**config.mk**
```make
export PLATFORM = sky130hd
export DESIGN_NAME = usb_ddr3_framer
export DESIGN_NICKNAME = d
export VERILOG_FILES = /design/src/rtl/usb_ddr3_pkg.sv /design/src/rtl/axis_byte_packer.sv /design/src/rtl/usb_ddr3_framer.sv
export SDC_FILE = /design/constraint.sdc
export NUM_CORES = 1
export LEC_CHECK = 0
export CAP_MARGIN = 20
export CORE_UTILIZATION = 28
export DETAILED_ROUTE_END_ITERATION = 7
export DONT_BUFFER_PORTS = 1
export GPL_TIMING_DRIVEN = 0
export HOLD_SLACK_MARGIN = 0.15
export SETUP_SLACK_MARGIN = 0.5
export SLEW_MARGIN = 10
export SYNTH_ARGS = -nofsm -noshare
export SYNTH_HDL_FRONTEND = slang
export SYNTH_SLANG_ARGS = --single-unit
```
**constraint.sdc**
```tcl
create_clock -name clock -period 3.3 [get_ports clock]
set_clock_uncertainty 0.15 [all_clocks]
set_input_delay 0.495 -clock clock [delete_from_list [all_inputs] [get_ports clock]]
set_output_delay 0.495 -clock clock [all_outputs]
set_load 0.03 [all_outputs]
```
**src/rtl/usb_ddr3_pkg.sv**
```systemverilog
// Shared definitions for the USB-to-DDR3 request framer: FSM encoding,
// header geometry and default opcodes.
package usb_ddr3_pkg;

  typedef enum logic [1:0] {
    ST_HDR  = 2'd0,
    ST_CMD  = 2'd1,
    ST_DATA = 2'd2,
    ST_DROP = 2'd3
  } state_t;

  localparam int         HDR_BYTES      = 6;
  localparam logic [7:0] WR_OPCODE_DEF  = 8'h57;
  localparam logic [7:0] RD_OPCODE_DEF  = 8'h52;

  // Byte enables for a word whose highest filled lane is last_pos.
  function automatic logic [3:0] keep_mask(input logic [1:0] last_pos);
    logic [3:0] keep;
    case (last_pos)
      2'd0:    keep = 4'b0001;
      2'd1:    keep = 4'b0011;
      2'd2:    keep = 4'b0111;
      default: keep = 4'b1111;
    endcase
    return keep;
  endfunction

endpackage

```
**src/rtl/axis_byte_packer.sv**
```systemverilog
// Packs a byte stream into little-endian 32-bit words with keep/last, behind
// a single output register; counts words down from the request length.
module axis_byte_packer
  import usb_ddr3_pkg::*;
(
  input  logic        clock,
  input  logic        reset_n,
  input  logic        start,
  input  logic [7:0]  len,
  input  logic        in_valid,
  input  logic [7:0]  in_data,
  input  logic        in_last,
  output logic        in_ready,
  output logic        emit,
  output logic        emit_full,
  output logic        cnt_zero,
  output logic        wr_tvalid,
  input  logic        wr_tready,
  output logic        wr_tlast,
  output logic [3:0]  wr_tkeep,
  output logic [31:0] wr_tdata
);

  logic [1:0]  pos_p0;
  logic [31:0] acc_p0;
  logic [7:0]  cnt_p0;
  logic        accept;

  // Lanes above the newest byte may hold stale data and are forced to zero.
  function automatic logic [31:0] pack_word(input logic [31:0] acc,
                                            input logic [7:0]  b,
                                            input logic [1:0]  pos);
    logic [31:0] w;
    logic [3:0]  keep;
    w = acc;
    w[{pos, 3'b000} +: 8] = b;
    keep = keep_mask(pos);
    for (int k = 0; k < 4; k++) begin
      if (!keep[k]) w[8*k +: 8] = 8'h00;
    end
    return w;
  endfunction

  assign in_ready  = !wr_tvalid || wr_tready;
  assign accept    = in_valid && in_ready;
  assign emit_full = (pos_p0 == 2'd3);
  assign cnt_zero  = (cnt_p0 == 8'd0);
  assign emit      = accept && (emit_full || in_last);

  // Stage p0: byte accumulator; stage p1: output word register.
  always_ff @(posedge clock) begin
    if (!reset_n) begin
      pos_p0    <= 2'd0;
      acc_p0    <= 32'h0;
      cnt_p0    <= 8'd0;
      wr_tvalid <= 1'b0;
      wr_tlast  <= 1'b0;
      wr_tkeep  <= 4'h0;
      wr_tdata  <= 32'h0;
    end else begin
      if (start) begin
        pos_p0 <= 2'd0;
        cnt_p0 <= len;
      end else if (accept) begin
        acc_p0[{pos_p0, 3'b000} +: 8] <= in_data;
        pos_p0 <= emit ? 2'd0 : pos_p0 + 2'd1;
        if (emit) cnt_p0 <= cnt_p0 - 8'd1;
      end

      if (emit) begin
        wr_tvalid <= 1'b1;
        wr_tdata  <= pack_word(acc_p0, in_data, pos_p0);
        wr_tkeep  <= keep_mask(pos_p0);
        wr_tlast  <= in_last || cnt_zero;
      end else if (wr_tready) begin
        wr_tvalid <= 1'b0;
      end
    end
  end

endmodule

```
**src/rtl/usb_ddr3_framer.sv**
```systemverilog
// Decodes 6-byte USB BULK OUT request headers into DDR3 commands and packs
// write payload bytes into 32-bit words.
module usb_ddr3_framer
  import usb_ddr3_pkg::*;
#(
  parameter int         ADDR_WIDTH = 27,
  parameter logic [7:0] WR_OPCODE  = WR_OPCODE_DEF,
  parameter logic [7:0] RD_OPCODE  = RD_OPCODE_DEF
) (
  input  logic                  clock,
  input  logic                  reset_n,
  input  logic                  s_tvalid,
  output logic                  s_tready,
  input  logic                  s_tlast,
  input  logic [7:0]            s_tdata,
  output logic                  cmd_valid,
  input  logic                  cmd_ready,
  output logic                  cmd_write,
  output logic [ADDR_WIDTH-1:0] cmd_addr,
  output logic [7:0]            cmd_len,
  output logic                  wr_tvalid,
  input  logic                  wr_tready,
  output logic                  wr_tlast,
  output logic [3:0]            wr_tkeep,
  output logic [31:0]           wr_tdata,
  output logic                  err_o
);

  localparam logic [2:0] LAST_IDX = 3'(HDR_BYTES - 1);

  state_t      state, state_next;
  logic [2:0]  idx, idx_next;
  logic [31:0] addr_buf;
  logic        is_wr;
  logic        pend_drop, pend_next;
  logic        err_next;
  logic        hdr_load;
  logic        pk_start;
  logic        accept;
  logic        op_ok;
  logic        pk_ready, pk_emit, pk_full, pk_cnt_zero;
  logic        unused_addr_bits;

  assign accept = s_tvalid && s_tready;
  assign op_ok  = (s_tdata == WR_OPCODE) || (s_tdata == RD_OPCODE);
  assign unused_addr_bits = ^{addr_buf[31:ADDR_WIDTH], addr_buf[1:0]};

  always_comb begin
    s_tready = 1'b0;
    case (state)
      ST_HDR:  s_tready = !wr_tvalid;
      ST_CMD:  s_tready = 1'b0;
      ST_DATA: s_tready = pk_ready;
      ST_DROP: s_tready = 1'b1;
      default: s_tready = 1'b0;
    endcase
    s_tready = s_tready && reset_n;
  end

  always_comb begin
    state_next = state;
    idx_next   = idx;
    pend_next  = pend_drop;
    err_next   = 1'b0;
    hdr_load   = 1'b0;
    pk_start   = 1'b0;
    case (state)
      ST_HDR: begin
        if (accept) begin
          if (idx == 3'd0) begin
            idx_next = 3'd0;
            if (!op_ok) begin
              err_next = 1'b1;
              if (!s_tlast) state_next = ST_DROP;
            end else if (s_tlast) begin
              err_next = 1'b1;
            end else begin
              idx_next = 3'd1;
            end
          end else if (idx != LAST_IDX) begin
            if (s_tlast) begin
              err_next = 1'b1;
              idx_next = 3'd0;
            end else begin
              idx_next = idx + 3'd1;
            end
          end else begin
            idx_next = 3'd0;
            if (!is_wr) begin
              hdr_load   = 1'b1;
              state_next = ST_CMD;
              pend_next  = !s_tlast;
              err_next   = !s_tlast;
            end else if (s_tlast) begin
              err_next = 1'b1;
            end else begin
              hdr_load   = 1'b1;
              state_next = ST_CMD;
              pend_next  = 1'b0;
            end
          end
        end
      end
      ST_CMD: begin
        if (cmd_valid && cmd_ready) begin
          pend_next = 1'b0;
          if (cmd_write) begin
            state_next = ST_DATA;
            pk_start   = 1'b1;
          end else begin
            state_next = pend_drop ? ST_DROP : ST_HDR;
          end
        end
      end
      ST_DATA: begin
        if (pk_emit) begin
          if (pk_full && pk_cnt_zero) begin
            if (s_tlast) begin
              state_next = ST_HDR;
            end else begin
              err_next   = 1'b1;
              state_next = ST_DROP;
            end
          end else if (s_tlast) begin
            err_next   = 1'b1;
            state_next = ST_HDR;
          end
        end
      end
      ST_DROP: begin
        if (accept && s_tlast) state_next = ST_HDR;
      end
      default: state_next = ST_HDR;
    endcase
  end

  always_ff @(posedge clock) begin
    if (!reset_n) begin
      state     <= ST_HDR;
      idx       <= 3'd0;
      pend_drop <= 1'b0;
      err_o     <= 1'b0;
      addr_buf  <= 32'h0;
      is_wr     <= 1'b0;
      cmd_valid <= 1'b0;
      cmd_write <= 1'b0;
      cmd_addr  <= '0;
      cmd_len   <= 8'd0;
    end else begin
      state     <= state_next;
      idx       <= idx_next;
      pend_drop <= pend_next;
      err_o     <= err_next;

      // Address bytes arrive little-endian, so shift each one in from the top.
      if (state == ST_HDR && accept) begin
        if (idx == 3'd0) begin
          is_wr <= (s_tdata == WR_OPCODE);
        end else if (idx != LAST_IDX) begin
          addr_buf <= {s_tdata, addr_buf[31:8]};
        end
      end

      if (hdr_load) begin
        cmd_valid <= 1'b1;
        cmd_write <= is_wr;
        cmd_addr  <= {addr_buf[ADDR_WIDTH-1:2], 2'b00};
        cmd_len   <= s_tdata;
      end else if (cmd_valid && cmd_ready) begin
        cmd_valid <= 1'b0;
      end
    end
  end

  axis_byte_packer u_packer (
    .clock     (clock),
    .reset_n   (reset_n),
    .start     (pk_start),
    .len       (cmd_len),
    .in_valid  (s_tvalid && (state == ST_DATA)),
    .in_data   (s_tdata),
    .in_last   (s_tlast),
    .in_ready  (pk_ready),
    .emit      (pk_emit),
    .emit_full (pk_full),
    .cnt_zero  (pk_cnt_zero),
    .wr_tvalid (wr_tvalid),
    .wr_tready (wr_tready),
    .wr_tlast  (wr_tlast),
    .wr_tkeep  (wr_tkeep),
    .wr_tdata  (wr_tdata)
  );

endmodule

```
==> results of run 1 <==
[critical path: stages, from the launching register on]
cell and delay [ns]:
dfxtp_1 0.47, clkbuf_1 0.37, o21ai_0 0.15, a21oi_1 0.64
[worst max-delay path by stage]
stage	to	slack (ns)	depth (start not counted)
finish	s_tready	0.58	3
global route	state[0]	0.49	7
CTS	s_tready	0.54	3
detailed placement	s_tready	0.60	5
global placement	s_tready	0.61	5
floorplan	state[0]	0.96	7
[registers in the layout, summed over array words and instances, names as in the netlist, 2 cells and up]
register,flops
u_packer.cnt_p0,8
cmd_len,8
u_packer.acc_p0,32
state,2
cmd_addr,25
addr_buf,30
u_packer.pos_p0,2
idx,3
u_packer.wr_tdata,32
u_packer.wr_tkeep,4
[routing by layer]
layer | global-route usage [%] | vias to the layer above | routed length, µm
met4 | 6.74 | 0 | 450
met1 | 20.8 | 2578 | 8660
met5 | 0 | - | 0
li1 | - | 2682 | -
met3 | 6.78 | 32 | 1710
met2 | 25.0 | 125 | 8680
[timing repair]
action,CTS,global route
endpoints found under the setup margin,0,3
endpoints found under the hold margin,13,0
buffers inserted,0,0
hold buffers,7,0
resized for setup,0,2
[synth_stat cells (3+ instances only)]
master and instances:
a211oi_1 46, a21oi_1 98, a2bb2oi_1 10, a31oi_1 4
buf_2 22, buf_4 7, buf_6 3, clkbuf_1 25
dfxtp_1 153, ha_1 17, inv_1 12, mux2i_1 30
nand2_1 96, nand2b_1 4, nand3_1 9, nand4_1 8
nor2_1 94, nor2b_1 38, nor3_1 6, nor4_2 3
o21ai_0 7, or2_2 3, or3_1 18
[power by group through the flow]
stage               registers [mW]  clock network (mW)  logic (mW)
CTS                           1.90                2.00       0.235
global placement              1.94                   0       0.220
global route                  1.90                2.08       0.259
finish                        1.90                1.97       0.238
detailed placement            1.94                   0       0.222
floorplan                     1.93                   0       0.170
[metrics by stage]
stage	area [µm²]	hold WS, ns	setup slack, ns	power, mW	util, %
after global routing	7600	0.183	0.492	4.24	33.4
final	7600	0.190	0.583	4.11	33.4
after floorplan	6530	0.281	0.957	2.10	-
after CTS	7590	0.174	0.545	4.13	33.3
after detailed placement	6930	0.294	0.601	2.16	30.4
after global placement	6930	0.292	0.612	2.16	30.4
[layout make-up]
| cell class | instances | area (µm²) | area share (%) |
|---|---|---|---|
| Multi-Input combinational cell | 531 | 3150 | 41.4 |
| Sequential cell | 153 | 3060 | 40.3 |
| Clock buffer | 18 | 439 | 5.78 |
| Tap cell | 313 | 392 | 5.15 |
| Buffer | 57 | 290 | 3.82 |
| Clock inverter | 14 | 151 | 1.99 |
| Timing Repair Buffer | 7 | 70.1 | 0.922 |
| Inverter | 13 | 48.8 | 0.642 |
[cell families (layout without fill, tap and decap cells)]
group,Yosys count,in the layout,share of synthesized area [%]
buffers and inverters,70,109,5.19
AOI/OAI and AO/OA,185,185,17.8
DFF,153,153,46.9
adders and majority gates,17,17,3.26
xor gates and xnor gates,1,1,0.134
other,1,2,0.0574
and+or+nand+nor,295,295,21.9
muxes,31,31,4.77
==> impl_metrics.json, run 1 <==
{
  "final_cell_mix": "dfxtp_1 (153), a21oi_1 (98), nand2_1 (96)",
  "synth_cell_types": 55,
  "num_antenna_cells": 0,
  "syn_area_um2": 6530,
  "place_hpwl_um": 13500,
  "ys.flop_type": "dfxtp_1",
  "fillers": 2354,
  "ys_seq_area_share_pct": 46.9,
  "finalNonFillerCells": 1106,
  "root_buffer": "clkbuf_16",
  "switching_share_pct": 25.8,
  "syn_area_per_cell_um2": 8.67,
  "fin_crit_sh_pct": 82.3,
  "rows": 55,
  "hold_violations": 0,
  "fin_nets": 811,
  "layout.cells.most_common": "dfxtp_1",
  "clkSinkCount": 153,
  "synth.area.top_cells": "dfxtp_1 (47%), a21oi_1 (7.5%), nand2_1 (5.5%), nor2_1 (5.4%), a211oi_1 (5.3%)",
  "synth_top_area_share_pct": 46.9,
  "critPathMaxFanout": 10,
  "crit_required_ns": 2.65,
  "crit_start": "state[0]",
  "setup_violations": 0,
  "grt_overflow": 0,
  "grt_usage_pct": 16.5,
  "powerDensity_nw_per_um2": 540,
  "vias_per_cell": 4.90,
  "rsz0062_at_grt": "false",
  "status": "complete, no violations",
  "grt_max_degree": 17,
  "leakage_nw": 2.51,
  "drt_iter0_drc": 338,
  "whs_path_depth": 2,
  "yosys.area.top_type": "dfxtp_1",
  "clkPwrFrac_pct": 48.0,
  "cts.htree.levels": 4,
  "tightest_slew_ns": 0.760,
  "r2r-end": "state[0]",
  "clockBufferDepth": 2,
  "die_area_um2": 23900,
  "cts_tree": "built",
  "die_y_um": 155,
  "fmax_mhz": 368,
  "vias": 5417,
  "max_cap_viol_count": 0,
  "r2r-start": "u_packer.cnt_p0[2]",
  "r2r_slack_ns": 0.63,
  "cts.clk_slew.worst_paths_ns": 0.07,
  "clock_latency_ns": 0.43,
  "wirelength_um": 19500,
  "pwr-share-comb_pct": 5.8,
  "hold_class": "in -> reg",
  "placed_cells": 1067,
  "critPathArrivalTime_ns": 2.07,
  "core-area_um2": 22800,
  "power.switching_mw": 1.06,
  "vdd_drop_max_mv": 0.362,
  "hold_start": "s_tdata[1]",
  "netlist_instances": 753,
  "initial_core_util_pct": 28.7,
  "drc": 0,
  "internal_power_mw": 3.05,
  "antenna_found_initial": 1,
  "drtAntennaViolNets": 0,
  "grt_first_pass_wirelength_um": 30100,
  "ys_async_sr_fraction_pct": 0,
  "ys_ff_latch": 153,
  "max_slew_margin_pct": 49.5,
  "portBuffers": 0,
  "area_growth_pct": 16.4,
  "drt_first_pass_iters": 4,
  "ios": 91,
  "wl_per_cell_um": 17.6,
  "fin_crit_ns": 2.72,
  "pwr-share-seq_pct": 46.2,
  "synth_edf_count": 0,
  "drive_gt1_share_pct": 10.1,
  "gp_congestion": 0.872,
  "die_w_um": 155,
  "finalMaxSlewViolations": 0,
  "rr_worst_depth": 7,
  "cp-end-kind": "output pin",
  "fin_tns_setup_ns": 0,
  "yosysWarningCount": 0,
  "cts_buffers": 17,
  "grt_pass1_vias": 5142,
  "path_class": "reg -> out",
  "start_kind": "flip-flop",
  "hold_end": "u_packer.acc_p0[9]"
}
Note: power is estimated with default switching activity, not from simulation.
==> inputs of run 2 (changes only) <==
clock period = 2.25 ns   (was 3.3 ns; I/O delays follow)
==> run 2 against run 1 <==
Net effect:
- critical path depth grew 5
- sequential power is 47% higher
- flip-flop and latch count stayed put
- clock power grew 40%
- combinational power grew to 2.5 times the previous value
- worst setup slack worse by 0.57 ns
- clock-buffer cell count is 1 lower
- largest power group is now sequential cells
- largest cell class unchanged
- non-clock buffer count up 82
- wire length is 19% higher
==> impl_metrics.json, run 2 (synthesized netlist as in run 1, its figures left out) <==
{
  "status": "complete, no violations",
  "max_slew_margin_pct": 40.5,
  "portBuffers": 0,
  "drc": 0,
  "hold_violations": 0,
  "path_class": "reg -> reg",
  "pwr-share-comb_pct": 9.8,
  "finalNonFillerCells": 1191,
  "placed_cells": 1067,
  "wl_per_cell_um": 19.5,
  "hold_class": "in -> reg",
  "cp-end-kind": "flip-flop",
  "power.switching_mw": 1.71,
  "setup_slack_ns": 0.00955,
  "grt_first_pass_wirelength_um": 34800,
  "finalMaxSlewViolations": 0,
  "start_kind": "flip-flop",
  "drt_first_pass_iters": 6,
  "initial_core_util_pct": 28.7,
  "fin_nets": 893,
  "gp_congestion": 0.868,
  "clkSinkCount": 153,
  "fin_crit_sh_pct": 99.6,
  "holdBufCountCts": 7,
  "internal_power_mw": 4.45,
  "max_cap_viol_count": 0,
  "clock_latency_ns": 0.44,
  "ios": 91,
  "root_buffer": "clkbuf_16",
  "rsz0062_at_grt": "true",
  "rows": 55,
  "drt_iter0_drc": 478,
  "drtAntennaViolNets": 0,
  "wirelength_um": 23200,
  "largest_registers": "u_packer.acc_p0 (32), u_packer.wr_tdata (32), addr_buf (30)",
  "vias": 6166,
  "cts.htree.levels": 4,
  "place_hpwl_um": 13600,
  "critPathMaxFanout": 8,
  "critPathArrivalTime_ns": 2.39,
  "area_growth_pct": 54.5,
  "crit_required_ns": 2.40,
  "die_y_um": 155,
  "switching_share_pct": 27.7,
  "cts_tree": "built",
  "grt_overflow": 0,
  "grt_pass1_vias": 5925,
  "hold_slack_ns": 0.0148,
  "final_cell_mix": "dfxtp_1 (145), nor2_1 (68), nand2_1 (57)",
  "grt_usage_pct": 19.0,
  "tightest_slew_ns": 0.892,
  "powerDensity_nw_per_um2": 610,
  "dp_slack_ns": -0.0204,
  "clkPwrFrac_pct": 44.9,
  "die_area_um2": 23900,
  "setup_violations": 0,
  "leakage_nw": 3.40,
  "fin_crit_ns": 2.24,
  "core-area_um2": 22800,
  "antenna_found_initial": 1,
  "total_power_mw": 6.15,
  "pwr-share-seq_pct": 45.3,
  "vias_per_cell": 5.18,
  "clockBufferDepth": 2,
  "utilization_pct": 44.3,
  "cts_buffers": 17,
  "grt_max_degree": 17,
  "drive_gt1_share_pct": 44.5,
  "layout.cells.most_common": "dfxtp_1",
  "die_w_um": 155,
  "fmax_mhz": 446,
  "cts.clk_slew.worst_paths_ns": 0.07,
  "vdd_drop_max_mv": 0.400
}
## run 2: cell types whose count changed in the layout (fill, tap and decap cells not counted), sizes merged
cell / previous run / this run
clkinvlp: 2 / 4
dlymetal6s4s: 0 / 1
dlygate4sd3: 7 / 6
buf: 32 / 113
diode: 0 / 3
bufinv: 1 / 0
## run 2: repair_timing
action | in CTS | in global routing
gates cloned | 18 | 1
endpoints found under the setup margin | 150 | 154
hold endpoints to repair | 63 | 6
resized for setup | 268 | 90
pin swaps | 113 | 33
setup buffers | 45 | 18
## run 2: power by group through the flow
stage                     clock (mW)  sequential [mW]  combinational (mW)
after floorplan                    0             2.83               0.267
after global placement             0             2.84               0.348
after detailed placement           0             2.84               0.351
after CTS                       2.77             2.78               0.525
after global routing            2.89             2.79               0.636
final                           2.76             2.79               0.602
## run 2: per-stage QoR
| stage | TNS, ns | area (µm²) |
|---|---|---|
| 2_1_floorplan | 0 | 6760 |
| 4_1_cts | -0.000369 | 9540 |
| 3_5_place_dp | -0.0204 | 7160 |
| 3_3_place_gp | -0.0600 | 7160 |
| 6_report | 0 | 10100 |
| 5_1_grt | -0.868 | 10100 |
## run 2: worst max-delay path, cell delays in order (launching register included)
cell and delay [ns]:
dfxtp_1 0.40, nand4bb_1 0.23, buf_4 0.20, or4_4 0.57
buf_12 0.18, buf_12 0.13, buf_16 0.12, nand2_2 0.05
a21oi_1 0.06
## run 2: final timing paths
kind	from	to	slack, ns	cells after the start
max	state[0]	cmd_addr[7]	0.01	8
min	reset_n	state[1]	0.01	2
max reg2reg	state[0]	cmd_addr[7]	0.01	8
min reg2reg	addr_buf[7]	cmd_addr[7]	0.31	2
## run 2: area by class of cell
class	instances	area, µm²
buffer	57	589
sequential	153	3080
clock inverter	15	129
multi-input combinational	531	4270
fill	2049	12700
timing repair buffer	89	1140
inverter	13	56.3
clock buffer	17	425
antenna	3	7.51
tap	313	392
## run 2: metal layers
layer	wire (µm)	track usage, %	up-vias
li1	-	-	2867
met1	9680	23.3	3028
met2	11000	30.5	216
met3	1890	6.58	55
met4	724	7.31	0
met5	0	0	-
==> inputs of run 3 (changes only) <==
CORE_MARGIN = 8   (was default)
CORE_UTILIZATION = 50   (was 28)
PLACE_DENSITY = 0.68   (was default)
SLEW_MARGIN = 20   (was 10)
==> run 3 against run 2 <==
Net effect:
- combinational power is 21% lower
- clock-buffer cell count grew 3
- largest cell class unchanged
- critical path type unchanged
- largest power group is now the clock network
- clock power is 3% higher
- register-to-register slack better by 0.06 ns
- sequential share of layout area increased by 5.3 points
==> impl_metrics.json, run 3 (synthesized netlist as in run 1, its figures left out) <==
{
  "clockBufferDepth": 2,
  "die_area_um2": 17000,
  "cts_tree": "built",
  "grt_usage_pct": 24.7,
  "drt_first_pass_iters": 8,
  "fin_crit_ns": 2.18,
  "max_slew_margin_pct": 37.4,
  "tightest_slew_ns": 0.939,
  "path_delay_family": "simple AND/OR/NAND/NOR gates",
  "initial_core_util_pct": 51.5,
  "path_class": "reg -> reg",
  "start_kind": "flip-flop",
  "vias_per_cell": 5.99,
  "wl_per_cell_um": 21.4,
  "crit_chain": "or4_4, nor4_4, buf_4, ha_4, o21ai_1, a41oi_2, a21oi_2, a211oi_2",
  "vdd_drop_max_mv": 0.411,
  "cp-end-kind": "flip-flop",
  "layout.cells.most_common": "dfxtp_1",
  "largest_registers": "u_packer.acc_p0 (32), u_packer.wr_tdata (32), addr_buf (30)",
  "clock_latency_ns": 0.43,
  "root_buffer": "clkbuf_16",
  "cts.htree.levels": 4,
  "core-area_um2": 12700,
  "ios": 91,
  "setup_violations": 0,
  "crit_required_ns": 2.45,
  "fillers": 999,
  "grt_first_pass_wirelength_um": 32000,
  "leakage_nw": 2.91,
  "hold_violations": 0,
  "clkSinkCount": 153,
  "wirelength_um": 21500,
  "place_hpwl_um": 13300,
  "crit_slowest_cell": "or4_4",
  "cpPeakStageDelay_ns": 0.56,
  "cts.clk_slew.worst_paths_ns": 0.06,
  "grt_pass1_vias": 5813,
  "worst-path-buf-inv": 1,
  "hold_slack_ns": 0.0136,
  "antenna_found_initial": 2,
  "critPathArrivalTime_ns": 2.38,
  "rows": 41,
  "max_cap_viol_count": 0,
  "fmax_mhz": 458,
  "drive_gt1_share_pct": 25.1,
  "fin_tns_setup_ns": 0,
  "fin_nets": 847,
  "grt_overflow": 0,
  "total_power_mw": 6.10,
  "rsz0062_at_grt": "true",
  "final_cell_mix": "dfxtp_1 (145), nand2_1 (95), nor2_1 (92)",
  "drtAntennaViolNets": 0,
  "drc": 0,
  "gp_congestion": 0.933,
  "area_growth_pct": 31.5,
  "fin_crit_sh_pct": 97.0,
  "r2r_slack_ns": 0.07,
  "holdBufCountCts": 8,
  "grt_max_degree": 17,
  "die_y_um": 130,
  "critPathMaxFanout": 2,
  "status": "complete, no violations",
  "cts_buffers": 17,
  "setup_slack_ns": 0.0684,
  "drt_iter0_drc": 416,
  "powerDensity_nw_per_um2": 710,
  "hold_class": "in -> reg",
  "die_w_um": 130,
  "vias": 6012,
  "portBuffers": 0,
  "finalMaxSlewViolations": 0,
  "dp_slack_ns": -0.0172
}
-- run 3: layout make-up --
class / instances / area [µm²] / area share [%]
Sequential cell: 153 / 3080 / 35.9
Antenna cell: 3 / 7.51 / 0.0874
Buffer: 57 / 499 / 5.81
Clock buffer: 20 / 467 / 5.43
Tap cell: 172 / 215 / 2.51
Clock inverter: 11 / 121 / 1.41
Timing Repair Buffer: 43 / 374 / 4.36
Inverter: 13 / 56.3 / 0.656
Multi-Input combinational cell: 531 / 3760 / 43.8
-- run 3: metal layers --
metal / track usage [%] / wire [µm]
met2: 39.4 / 10100
met4: 11.6 / 750
met3: 7.96 / 2050
met1: 29.7 / 8620
met5: 0 / 13
-- run 3: timing repair --
action	CTS	global route
buffers inserted	22	11
hold endpoints to repair	69	5
gates resized for setup	99	38
endpoints found under the setup margin	149	152
pin swaps	46	26
cloned	2	0
-- run 3: stage by stage --
step           instances  instance area, µm²  util [%]
2_1_floorplan        754                6760         -
3_3_place_gp         926                6980      55.1
3_5_place_dp         926                6980      55.1
4_1_cts              989                8320      65.7
5_1_grt             1001                8580      67.7
6_report            1003                8590      67.8
-- run 3: worst paths after layout --
check | startpoint | endpoint | cells past startpoint
max reg2reg | u_packer.cnt_p0[3] | state[0] | 8
min | reset_n | state[1] | 2
max | u_packer.cnt_p0[3] | state[0] | 8
min reg2reg | idx[1] | idx[1] | 2
-- run 3: where the power goes --
group          switching (mW)  internal, mW  leakage [nW]  total, mW
clock network            1.13          1.71         0.284       2.84
registers              0.0407          2.74          1.24       2.78
logic                   0.299         0.178          1.38      0.477
total                    1.47          4.63          2.91       6.10
